$ cat src/rtl/branch_resolve_btb_if.sv
// Fetch-side BTB lookup and resolve-stage signals for branch_resolve_btb.
// The slave modport is the resolver; the master modport is the pipeline driving it.
interface branch_resolve_btb_if #(
  parameter int NB_WORD = 32,
  parameter int NB_ADDR = 32
);
  logic [NB_ADDR-1:0] i_fetch_pc;
  logic               o_pred_taken;
  logic [NB_ADDR-1:0] o_pred_target;

  logic               i_valid;
  logic [NB_ADDR-1:0] i_pc;
  logic [NB_WORD-1:0] i_instruction;
  logic [NB_WORD-1:0] i_op1;
  logic [NB_WORD-1:0] i_op2;
  logic               i_pred_taken;
  logic [NB_ADDR-1:0] i_pred_target;

  logic               o_valid;
  logic               o_branch_taken;
  logic [NB_ADDR-1:0] o_branch_addr;
  logic               o_mispredict;
  logic [NB_ADDR-1:0] o_ret_addr;
  logic               o_wr_retaddr;
  logic [4:0]         o_rd_retaddr;
  logic               o_flush;

  modport master (
    output i_fetch_pc, i_valid, i_pc, i_instruction, i_op1, i_op2,
           i_pred_taken, i_pred_target,
    input  o_pred_taken, o_pred_target, o_valid, o_branch_taken, o_branch_addr,
           o_mispredict, o_ret_addr, o_wr_retaddr, o_rd_retaddr, o_flush
  );

  modport slave (
    input  i_fetch_pc, i_valid, i_pc, i_instruction, i_op1, i_op2,
           i_pred_taken, i_pred_target,
    output o_pred_taken, o_pred_target, o_valid, o_branch_taken, o_branch_addr,
           o_mispredict, o_ret_addr, o_wr_retaddr, o_rd_retaddr, o_flush
  );
endinterface

$ cat src/rtl/branch_resolve_btb.sv
// RV32I branch/jump resolver with a direct-mapped BTB (2-bit counters) and a
// down-counting flush timer that squashes younger instructions after a redirect.
module branch_resolve_btb #(
  parameter int NB_WORD      = 32,
  parameter int NB_ADDR      = 32,
  parameter int BTB_DEPTH    = 64,
  parameter int FLUSH_CYCLES = 2
) (
  input logic                 i_clock,
  input logic                 i_reset,
  branch_resolve_btb_if.slave bus
);

  localparam int IDX_W = $clog2(BTB_DEPTH);
  localparam int FC_W  = $clog2(FLUSH_CYCLES + 1);

  localparam logic [6:0] OP_BRANCH = 7'b1100011;
  localparam logic [6:0] OP_JAL    = 7'b1101111;
  localparam logic [6:0] OP_JALR   = 7'b1100111;

  logic               btb_valid [BTB_DEPTH];
  logic [1:0]         btb_ctr   [BTB_DEPTH];
  logic [NB_ADDR-1:0] btb_tgt   [BTB_DEPTH];

  logic [IDX_W-1:0]   fetch_idx;
  logic [IDX_W-1:0]   upd_idx;
  logic [NB_ADDR-1:0] inst_addr;
  logic [6:0]         opcode;
  logic [2:0]         funct3;
  logic [4:0]         rd;
  logic [NB_ADDR-1:0] imm_b, imm_j, imm_i;
  logic [NB_ADDR-1:0] tgt_branch, tgt_jal, jalr_sum, tgt_jalr;

  logic               is_branch, is_jump, taken, mispredict, accept;
  logic [NB_ADDR-1:0] target, next_addr;
  logic [1:0]         ctr_next;
  logic [FC_W-1:0]    flush_cnt;

  logic               valid_q, taken_q, mp_q, wr_q;
  logic [NB_ADDR-1:0] addr_q, ret_q;
  logic [4:0]         rd_q;

  // Lookup reads the registered table, so a same-cycle update is not visible yet.
  assign fetch_idx         = bus.i_fetch_pc[IDX_W+1:2];
  assign bus.o_pred_taken  = btb_valid[fetch_idx] & btb_ctr[fetch_idx][1];
  assign bus.o_pred_target = btb_tgt[fetch_idx];

  logic unused_fetch_bits;
  assign unused_fetch_bits = ^{bus.i_fetch_pc[NB_ADDR-1:IDX_W+2], bus.i_fetch_pc[1:0]};

  assign inst_addr = bus.i_pc - NB_ADDR'(4);
  assign upd_idx   = inst_addr[IDX_W+1:2];
  assign opcode    = bus.i_instruction[6:0];
  assign funct3    = bus.i_instruction[14:12];
  assign rd        = bus.i_instruction[11:7];

  assign imm_b = {{(NB_ADDR-13){bus.i_instruction[31]}}, bus.i_instruction[31],
                  bus.i_instruction[7], bus.i_instruction[30:25],
                  bus.i_instruction[11:8], 1'b0};
  assign imm_j = {{(NB_ADDR-21){bus.i_instruction[31]}}, bus.i_instruction[31],
                  bus.i_instruction[19:12], bus.i_instruction[20],
                  bus.i_instruction[30:21], 1'b0};
  assign imm_i = {{(NB_ADDR-12){bus.i_instruction[31]}}, bus.i_instruction[31:20]};

  assign tgt_branch = inst_addr + imm_b;
  assign tgt_jal    = inst_addr + imm_j;
  assign jalr_sum   = NB_ADDR'(bus.i_op1) + imm_i;
  assign tgt_jalr   = jalr_sum & ~{{(NB_ADDR-1){1'b0}}, 1'b1};

  always_comb begin
    is_branch = 1'b0;
    is_jump   = 1'b0;
    taken     = 1'b0;
    target    = '0;
    case (opcode)
      OP_BRANCH: begin
        target    = tgt_branch;
        is_branch = 1'b1;
        case (funct3)
          3'b000:  taken = (bus.i_op1 == bus.i_op2);
          3'b001:  taken = (bus.i_op1 != bus.i_op2);
          3'b100:  taken = ($signed(bus.i_op1) <  $signed(bus.i_op2));
          3'b101:  taken = ($signed(bus.i_op1) >= $signed(bus.i_op2));
          3'b110:  taken = (bus.i_op1 <  bus.i_op2);
          3'b111:  taken = (bus.i_op1 >= bus.i_op2);
          default: is_branch = 1'b0;
        endcase
      end
      OP_JAL: begin
        is_jump = 1'b1;
        taken   = 1'b1;
        target  = tgt_jal;
      end
      OP_JALR: begin
        is_jump = 1'b1;
        taken   = 1'b1;
        target  = tgt_jalr;
      end
      default: ;
    endcase
  end

  // Reserved branch encodings fall into the last arm: they behave as non-branches.
  always_comb begin
    if (is_jump)
      mispredict = !(bus.i_pred_taken && (bus.i_pred_target == target));
    else if (is_branch)
      mispredict = (taken != bus.i_pred_taken) ||
                   (taken && (bus.i_pred_target != target));
    else
      mispredict = bus.i_pred_taken;
  end

  assign next_addr = taken ? target : bus.i_pc;
  assign accept    = bus.i_valid && (flush_cnt == '0);

  always_comb begin
    ctr_next = btb_ctr[upd_idx];
    if (taken && btb_ctr[upd_idx] != 2'b11)
      ctr_next = btb_ctr[upd_idx] + 2'b01;
    else if (!taken && btb_ctr[upd_idx] != 2'b00)
      ctr_next = btb_ctr[upd_idx] - 2'b01;
  end

  always_ff @(posedge i_clock or negedge i_reset) begin
    if (!i_reset) begin
      for (int i = 0; i < BTB_DEPTH; i++) begin
        btb_valid[i] <= 1'b0;
        btb_ctr[i]   <= 2'b01;
        btb_tgt[i]   <= '0;
      end
    end else if (accept) begin
      if (is_branch) begin
        btb_valid[upd_idx] <= 1'b1;
        btb_ctr[upd_idx]   <= ctr_next;
        if (taken)
          btb_tgt[upd_idx] <= target;
      end else if (is_jump) begin
        btb_valid[upd_idx] <= 1'b1;
        btb_ctr[upd_idx]   <= 2'b11;
        btb_tgt[upd_idx]   <= target;
      end
    end
  end

  always_ff @(posedge i_clock or negedge i_reset) begin
    if (!i_reset) begin
      valid_q <= 1'b0;
      taken_q <= 1'b0;
      addr_q  <= '0;
      mp_q    <= 1'b0;
      ret_q   <= '0;
      wr_q    <= 1'b0;
      rd_q    <= '0;
    end else begin
      valid_q <= accept;
      taken_q <= accept && taken;
      addr_q  <= accept ? next_addr : '0;
      mp_q    <= accept && mispredict;
      ret_q   <= (accept && is_jump) ? bus.i_pc : '0;
      wr_q    <= accept && is_jump;
      rd_q    <= (accept && is_jump) ? rd : '0;
    end
  end

  // Flush timer loads alongside the registered mispredict and counts down to zero.
  always_ff @(posedge i_clock or negedge i_reset) begin
    if (!i_reset)
      flush_cnt <= '0;
    else if (accept && mispredict)
      flush_cnt <= FC_W'(FLUSH_CYCLES);
    else if (flush_cnt != '0)
      flush_cnt <= flush_cnt - FC_W'(1);
  end

  assign bus.o_valid        = valid_q;
  assign bus.o_branch_taken = taken_q;
  assign bus.o_branch_addr  = addr_q;
  assign bus.o_mispredict   = mp_q;
  assign bus.o_ret_addr     = ret_q;
  assign bus.o_wr_retaddr   = wr_q;
  assign bus.o_rd_retaddr   = rd_q;
  assign bus.o_flush        = (flush_cnt != '0);

endmodule

$ cat src/flat_wrapper.sv
// flat-port wrapper written by rule: the top's interface ports become plain ports
module branch_resolve_btb_flat 
#(
  parameter int NB_WORD      = 32,
  parameter int NB_ADDR      = 32,
  parameter int BTB_DEPTH    = 64,
  parameter int FLUSH_CYCLES = 2
)
  (i_clock, i_reset, bus_i_fetch_pc, bus_i_valid, bus_i_pc, bus_i_instruction, bus_i_op1, bus_i_op2, bus_i_pred_taken, bus_i_pred_target, bus_o_pred_taken, bus_o_pred_target, bus_o_valid, bus_o_branch_taken, bus_o_branch_addr, bus_o_mispredict, bus_o_ret_addr, bus_o_wr_retaddr, bus_o_rd_retaddr, bus_o_flush);
  branch_resolve_btb_if #(.NB_WORD(NB_WORD), .NB_ADDR(NB_ADDR)) bus_i ();
  input logic i_clock;
  input logic i_reset;
  input wire logic [$bits(bus_i.i_fetch_pc)-1:0] bus_i_fetch_pc;
  input wire logic [$bits(bus_i.i_valid)-1:0] bus_i_valid;
  input wire logic [$bits(bus_i.i_pc)-1:0] bus_i_pc;
  input wire logic [$bits(bus_i.i_instruction)-1:0] bus_i_instruction;
  input wire logic [$bits(bus_i.i_op1)-1:0] bus_i_op1;
  input wire logic [$bits(bus_i.i_op2)-1:0] bus_i_op2;
  input wire logic [$bits(bus_i.i_pred_taken)-1:0] bus_i_pred_taken;
  input wire logic [$bits(bus_i.i_pred_target)-1:0] bus_i_pred_target;
  output wire logic [$bits(bus_i.o_pred_taken)-1:0] bus_o_pred_taken;
  output wire logic [$bits(bus_i.o_pred_target)-1:0] bus_o_pred_target;
  output wire logic [$bits(bus_i.o_valid)-1:0] bus_o_valid;
  output wire logic [$bits(bus_i.o_branch_taken)-1:0] bus_o_branch_taken;
  output wire logic [$bits(bus_i.o_branch_addr)-1:0] bus_o_branch_addr;
  output wire logic [$bits(bus_i.o_mispredict)-1:0] bus_o_mispredict;
  output wire logic [$bits(bus_i.o_ret_addr)-1:0] bus_o_ret_addr;
  output wire logic [$bits(bus_i.o_wr_retaddr)-1:0] bus_o_wr_retaddr;
  output wire logic [$bits(bus_i.o_rd_retaddr)-1:0] bus_o_rd_retaddr;
  output wire logic [$bits(bus_i.o_flush)-1:0] bus_o_flush;
  assign bus_i.i_fetch_pc = bus_i_fetch_pc;
  assign bus_i.i_valid = bus_i_valid;
  assign bus_i.i_pc = bus_i_pc;
  assign bus_i.i_instruction = bus_i_instruction;
  assign bus_i.i_op1 = bus_i_op1;
  assign bus_i.i_op2 = bus_i_op2;
  assign bus_i.i_pred_taken = bus_i_pred_taken;
  assign bus_i.i_pred_target = bus_i_pred_target;
  assign bus_o_pred_taken = bus_i.o_pred_taken;
  assign bus_o_pred_target = bus_i.o_pred_target;
  assign bus_o_valid = bus_i.o_valid;
  assign bus_o_branch_taken = bus_i.o_branch_taken;
  assign bus_o_branch_addr = bus_i.o_branch_addr;
  assign bus_o_mispredict = bus_i.o_mispredict;
  assign bus_o_ret_addr = bus_i.o_ret_addr;
  assign bus_o_wr_retaddr = bus_i.o_wr_retaddr;
  assign bus_o_rd_retaddr = bus_i.o_rd_retaddr;
  assign bus_o_flush = bus_i.o_flush;
  branch_resolve_btb #(.NB_WORD(NB_WORD), .NB_ADDR(NB_ADDR), .BTB_DEPTH(BTB_DEPTH), .FLUSH_CYCLES(FLUSH_CYCLES)) u_core (.i_clock(i_clock), .i_reset(i_reset), .bus(bus_i));
endmodule
$ cat config.mk
export PLATFORM = sky130hd
export DESIGN_NAME = branch_resolve_btb_flat
export DESIGN_NICKNAME = d
export VERILOG_FILES = /design/src/rtl/branch_resolve_btb_if.sv /design/src/rtl/branch_resolve_btb.sv /design/src/flat_wrapper.sv
export SDC_FILE = /design/constraint.sdc
export NUM_CORES = 2
export LEC_CHECK = 0
export ABC_CLOCK_PERIOD_IN_PS = 4600
export CORE_UTILIZATION = 60
export CTS_CLUSTER_SIZE = 14
export DETAILED_ROUTE_END_ITERATION = 8
export MAX_ROUTING_LAYER = met4
export PLACE_DENSITY_LB_ADDON = 0.05
export SETUP_SLACK_MARGIN = 0.02
export SKIP_LAST_GASP = 1
export SLEW_MARGIN = 30
export SYNTH_ARGS = -nofsm -noshare
export SYNTH_HDL_FRONTEND = slang
export SYNTH_SLANG_ARGS = --single-unit
$ cat constraint.sdc
create_clock -name i_clock -period 4.6 [get_ports i_clock]
set_clock_uncertainty 0.2 [all_clocks]
set_input_delay 0.46 -clock i_clock [delete_from_list [all_inputs] [get_ports i_clock]]
set_output_delay 0.46 -clock i_clock [all_outputs]
set_load 0.02 [all_outputs]
---- After elaboration in Yosys (flattened, before gate mapping) ----
Index checks and enable logic that the tools add are counted.
storage, ports and cells
  input port bits ......................... 196
  register bits after elaboration ......... 2315
  word-level logic and storage cells ...... 299
  output and inout port bits .............. 107
cells by class
  add/subtract/negate cells ............... 7
  eq/ne operators ......................... 15
  reduce and logical (&&, ||, !) cells .... 22
  bitwise operators ....................... 5
  multiplexer cells ....................... 43
  $lt $le $gt $ge ......................... 7
operators with widths
  kind                     count
  $mux W2048               3
  $bwmux W2048             1
  $mux W128                2
  $bmux W32 S6             1
  $demux W32 S6            1
  $mux W32                 6
  $bwmux W128              1
  $mux W64                 2
  $or A128 B128 Y128       1
  $add A32 B32 Y32         3
  $pmux W32 S3             1
  $eq A32 B32 Y1           2
  $ge A32 B32 Y1           2
  $lt A32 B32 Y1           2
  $ne A32 B32 Y1           2
  $or A64 B64 Y64          1
  $sub A32 B3 Y32 const B  1
  $bmux W2 S6              2
  $eq A7 B7 Y1 const B     3
  $mux W2                  9
  $ge A7 B7 Y1 const B     2
  $not A6 Y7               2
  $demux W2 S6             1
  $eq A3 B3 Y1 const B     4
  23 further kinds         44

---- Logic depth before layout (Yosys ltp) ----
  depth in word-level cells ............... 11
  depth in mapped cells ................... 25
  depth with buffers taken out ............ 22

---- Worst setup path before layout ----
Ideal clock, no wire load.
  path type ............................... input to register
  from .................................... in bus_i_pc[4]
  to ...................................... reg u_core.mp_q, in the netlist u_core.bus.o_mispredict
  buffers on the path ..................... 1
  setup slack ............................. -1.277 ns
  library setup time ...................... 0.120 ns
  arrival ................................. 5.557 ns
  stages on the path ...................... 22
  data required time ...................... 4.280 ns
  path through ............................ clkbuf_1 -> nor4_1 -> nand2_1 -> or2_2 -> or3_1 -> or4_1 -> or2_2 -> nor2_1 -> xor2_1 -> ha_1 -> nand2_1 -> o21ai_0 -> nor2_1 -> and3_1 -> a221oi_1 -> o211a_1 -> xnor2_1 -> a2111o_1 -> or4_1 -> nor4_2 -> nand2_1 -> and3_1
on the way
  longest elaborated chain between the ends .. 9
  elaborated cells between the ends (all ways) .. 13
  classes of those cells .................. add/sub (3); eq/ne (2); mux (3); reduce/logical (5)
RTL lines
  element                                     line                                                RTL
  start: declaration                          flat_wrapper.sv:15                                  input wire logic [$bits(bus_i.i_pc)-1:0] bus_i_pc;
  $sub A32 B3 Y32 *                           branch_resolve_btb.sv:51                            assign inst_addr = bus.i_pc - NB_ADDR'(4);
  $add A32 B32 Y32, on equally long branches  branch_resolve_btb.sv:66, branch_resolve_btb.sv:65
  $pmux W32 S3 *                              branch_resolve_btb.sv:75                            case (opcode)
  $ne A32 B32 Y1                              branch_resolve_btb.sv:109                           (taken && (bus.i_pred_target != target));
  $logic_and A1 B1 Y1                         branch_resolve_btb.sv:109
  $logic_or A1 B1 Y1                          branch_resolve_btb.sv:108                           mispredict = (taken != bus.i_pred_taken) ||
  $mux W1                                     branch_resolve_btb.sv:107                           else if (is_branch)
  $mux W1 *                                   branch_resolve_btb.sv:105                           if (is_jump)
  $logic_and A1 B1 Y1 *                       branch_resolve_btb.sv:159                           mp_q <= accept && mispredict;
  end signal: assignment                      branch_resolve_btb.sv:159
  end: declaration                            branch_resolve_btb.sv:39                            logic valid_q, taken_q, mp_q, wr_q;
Every way passes the cells marked *; elsewhere a longest branch is shown, timed or not.
A chain may end at the register's enable or synchronous reset.

---- Final worst setup path ----
  from .................................... in bus_i_pc[12]
  to ...................................... reg u_core.flush_cnt[1]
on the way
  longest elaborated chain between the ends .. 10
  elaborated cells between the ends (all ways) .. 15
  classes of those cells .................. add/sub (3); eq/ne (2); mux (4); reduce/logical (6)
RTL lines
  element                                        line                                                RTL
  $sub A32 B3 Y32 *                              branch_resolve_btb.sv:51
  $add A32 B32 Y32, on equally long branches     branch_resolve_btb.sv:66, branch_resolve_btb.sv:65
  $pmux W32 S3 *                                 branch_resolve_btb.sv:75
  $ne A32 B32 Y1                                 branch_resolve_btb.sv:109
  $logic_and A1 B1 Y1                            branch_resolve_btb.sv:109
  $logic_or A1 B1 Y1                             branch_resolve_btb.sv:108
  $mux W1                                        branch_resolve_btb.sv:107
  $mux W1 *                                      branch_resolve_btb.sv:105
  $logic_and A1 B1 Y1 *                          branch_resolve_btb.sv:170                           else if (accept && mispredict)
  $mux W2 or $reduce_bool A2 Y1 (tied branches)  -
  end signal: assignment                         branch_resolve_btb.sv:171                           flush_cnt <= FC_W'(FLUSH_CYCLES);
  end signal: assignment                         branch_resolve_btb.sv:173                           flush_cnt <= flush_cnt - FC_W'(1);
  end: declaration                               branch_resolve_btb.sv:37                            logic [FC_W-1:0] flush_cnt;
Marked as above.

==> impl_metrics.yaml <==
timing:
  hold_violations: 0
  setup_viol: 68
  relSlewSlack: 0.379
  min_period_over_period: 1.10
  fin_ws_ns: -0.452
  timing.final.max_slew_violations: 0
  tightest_slew_ns: 0.932
  min_period_ns: 5.05
  max_freq_mhz: 198
  rsz0062_at_grt: "yes"
pwr:
  p_total_mw: 43.2
  p_leak_nw: 55.8
  clkPwrFrac: 0.446
  ir_worst_vdd_mv: 0.494
  power_density_nw_per_um2: 338
  seqPwrFrac: 0.474
  power_switching_mw: 10.4
  switching_share: 0.240
  p_int_mw: 32.8
  power.share.combinational: 0.080
grt:
  overflow: 0
  grt_pass1_vias: 80800
  grt_usage: 0.410
  antenna_found_initial: 22
  grt_max_degree: 135
  grt_pass1_wl_mm: 517
place:
  hpwl_mm: 233
  routabilityCongestion: 1.04
  place_ws_ns: -1.68
  port_buffers: 276
clock_tree:
  cts-root-buf: "clkbuf_16"
  worstSkewPairLatency_ns: 0.89
  cts.clk_slew.worst_paths_ns: 0.06
  clk_path_buf_depth: 3
  cts_tree: "built"
  cts-buffers-inserted: 232
  cts.htree.levels: 4
  clkSinkCount: 2315
route:
  dr_wl_met3_mm: 31.7
  drcViolationCount: 0
  first_pass_iters: 6
  viasPerCell: 6.38
  antenna_left: 0
  drt_iter0_drc: 9981
  route.met2.wl_mm: 162
  maxUsedRoutingLayer: "met4"
  drt_wl_total_mm: 350
  vias: 82000
  wl_per_cell_um: 27.2
  wirelength_met1_mm: 140
yosys:
  syn_inst: 9704
  synthTopCellsByArea: "dfrtp_1, mux4_2, o21ai_0, nand2_1, clkbuf_1"
  yosys.area.top_type: "dfrtp_1"
  syn_area_per_cell_um2: 10.8
  yosysUniqueCellTypes: 80
  yosysWarnings: 0
  async_reset_ff_frac: 1.00
  syn_nets: 9999
  synth_edf_count: 0
  ys_seq_elements: 2315
  ys_seq_area_frac: 0.552
  syn_area_um2: 105000
  synth_ff_type: "dfrtp_1"
  yosysTopAreaCellShare: 0.536
worst_setup_path:
  r2r_slack_ns: 1.12
  crit_path_start_kind: "primary input"
  arrival_ns: 5.60
  critPathRequiredTime_ns: 5.15
  crit_fanout: 4
  cp-end-kind: "register"
  reg2regPathDepth: 12
  crit_type: "primary input to register"
floorplanning:
  dieHeight_um: 421
  ios: 303
  num_rows: 153
  dieArea_um2: 177000
  die-width_um: 421
  initial_core_util: 0.605
  core_area_um2: 174000
finish:
  multi_input_area_um2: 45100
  fin_nets: 10600
  drive_gt1_frac: 0.226
  n_fill_cell: 12100
  layout.area.seq_um2: 58000
  area_growth_pct: 21.5
run:
  cap_viol_max_count: 0
min_path:
  hold_path.class: "primary input to register"
  holdPathStages: 4
outcome:
  outcome: "complete, but fails checks"
  violations: "negative setup slack"
-- path summary, 6_finish.rpt --
path                                       from                            to
max                                bus_i_pc[12]           u_core.flush_cnt[1]
min                                bus_i_pc[15]  u_core.bus.o_branch_addr[15]
max reg2reg                 u_core.flush_cnt[0]           u_core.btb_tgt[641]
min reg2reg                u_core.btb_valid[32]          u_core.btb_valid[32]
max in group asynchronous               i_reset            u_core.btb_tgt[14]
min in group asynchronous               i_reset  u_core.bus.o_branch_addr[16]
-- synthesized netlist by cell type, drive strengths merged (15+ instances only) --
library cell,count
dfrtp,2251
a31oi,29
nand2b,50
xor2,41
inv,66
nand4,41
a211oi,48
or2,28
o22a,44
or3,20
mux2i,19
buf,63
clkbuf,806
xnor2,54
and3,20
mux4,666
nand3,90
and2,57
ha,97
a21o,23
o21a,15
dfstp,64
nand2,2339
o21ai,2214
o211ai,30
a21oi,94
nor3,41
a22oi,57
nor2,168
-- layout by cell type (no fill, tap or decap), drive strengths merged, types with 44 or more instances in the layout --
| cell type | n |
|---|---|
| nand2 | 2339 |
| a21oi | 94 |
| xnor2 | 54 |
| a22oi | 57 |
| dfrtp | 2251 |
| clkdlybuf4s50 | 241 |
| a211oi | 48 |
| inv | 77 |
| o22a | 44 |
| clkbuf | 359 |
| and2 | 57 |
| nor2 | 168 |
| nand3 | 90 |
| clkinv | 60 |
| dfstp | 64 |
| ha | 97 |
| mux4 | 666 |
| nand2b | 50 |
| buf | 962 |
| o21ai | 2214 |
-- registers in the layout, indices dropped and copies added (netlist names), 2 cells and up --
signal	count
u_core.btb_tgt	2048
u_core.btb_ctr	128
u_core.btb_valid	64
u_core.bus.o_branch_addr	32
u_core.bus.o_ret_addr	32
u_core.bus.o_rd_retaddr	5
u_core.flush_cnt	2
-- per-stage QoR --
stage	TNS, ns	utilization	cell area [um^2]	hold slack (ns)	instances
after floorplan	-54.42	-	105000	-0.0356	9704
after global placement	-1476.96	0.679	118000	0.249	12300
after CTS	-15.46	0.729	127000	0.00397	12800
after global routing	-18.73	0.734	128000	0.0385	12800
final	-12.79	0.734	128000	0.0577	12900
after detailed placement	-1560.64	0.679	118000	0.252	12300
-- area by class of cell --
| class | count | area share |
|---|---|---|
| clock inverters | 87 | 0.00722 |
| multi-input cells | 6450 | 0.354 |
| diodes | 16 | 0.000314 |
| clock buffers | 348 | 0.0537 |
| inverters | 70 | 0.00210 |
| flip-flops and latches | 2315 | 0.454 |
| well taps | 2325 | 0.0228 |
| repair buffers | 1239 | 0.106 |
-- metal layers --
metal,up-vias,global-route usage
li1,35500,-
met1,41900,0.555
met2,3800,0.618
met3,798,0.0840
met4,0,0.154
met5,-,-
-- what timing repair did --
item / 4_1_cts / 5_1_grt
endpoints found under the hold margin: 192 / 11
pin swaps: 71 / 45
endpoints found under the setup margin: 734 / 769
cloned: 7 / 13
resized for setup: 180 / 203
buffers inserted: 25 / 19
hold buffers: 15 / 1
-- kinds of logic (layout without fill, tap and decap cells) --
| kind of cell | Yosys count | in the layout | share of synthesized area |
|---|---|---|---|
| AO/OA/AOI/OAI | 2659 | 2659 | 0.137 |
| XOR/XNOR | 95 | 95 | 0.00792 |
| adder cells (fa/ha/maj) | 99 | 99 | 0.0119 |
| buffers and inverters | 939 | 1744 | 0.0336 |
| flip-flops | 2315 | 2315 | 0.552 |
| multiplexers | 697 | 697 | 0.146 |
| other | 0 | 16 | 0 |
| AND/OR/NAND/NOR | 2900 | 2900 | 0.112 |
-- power groups by stage --
stage	clock (mW)	sequential [mW]	combinational (mW)
final	19.3	20.5	3.44
after global routing	20.2	20.5	3.66
after CTS	19.4	20.5	3.35
after detailed placement	0	20.9	3.29
after global placement	0	20.9	3.27
after floorplan	0	20.9	1.33
-- worst max-delay path, stage by stage --
cell and delay, ns:
buf_6 0.09, or4_4 0.53, or3_4 0.34, or3_4 0.38, or4_4 0.47, or2_4 0.29, nor2_4 0.11, xor2_1 0.07
ha_1 0.32, nand4_1 0.16, or3_4 0.43, a21oi_2 0.14, a221oi_2 0.05, o211a_2 0.19, xnor2_1 0.14, a2111o_1 0.35
or4_4 0.46, nor4_4 0.31, buf_4 0.16, a31o_1 0.12, nor2_1 0.04
Note: power is estimated with default switching activity, not from simulation.
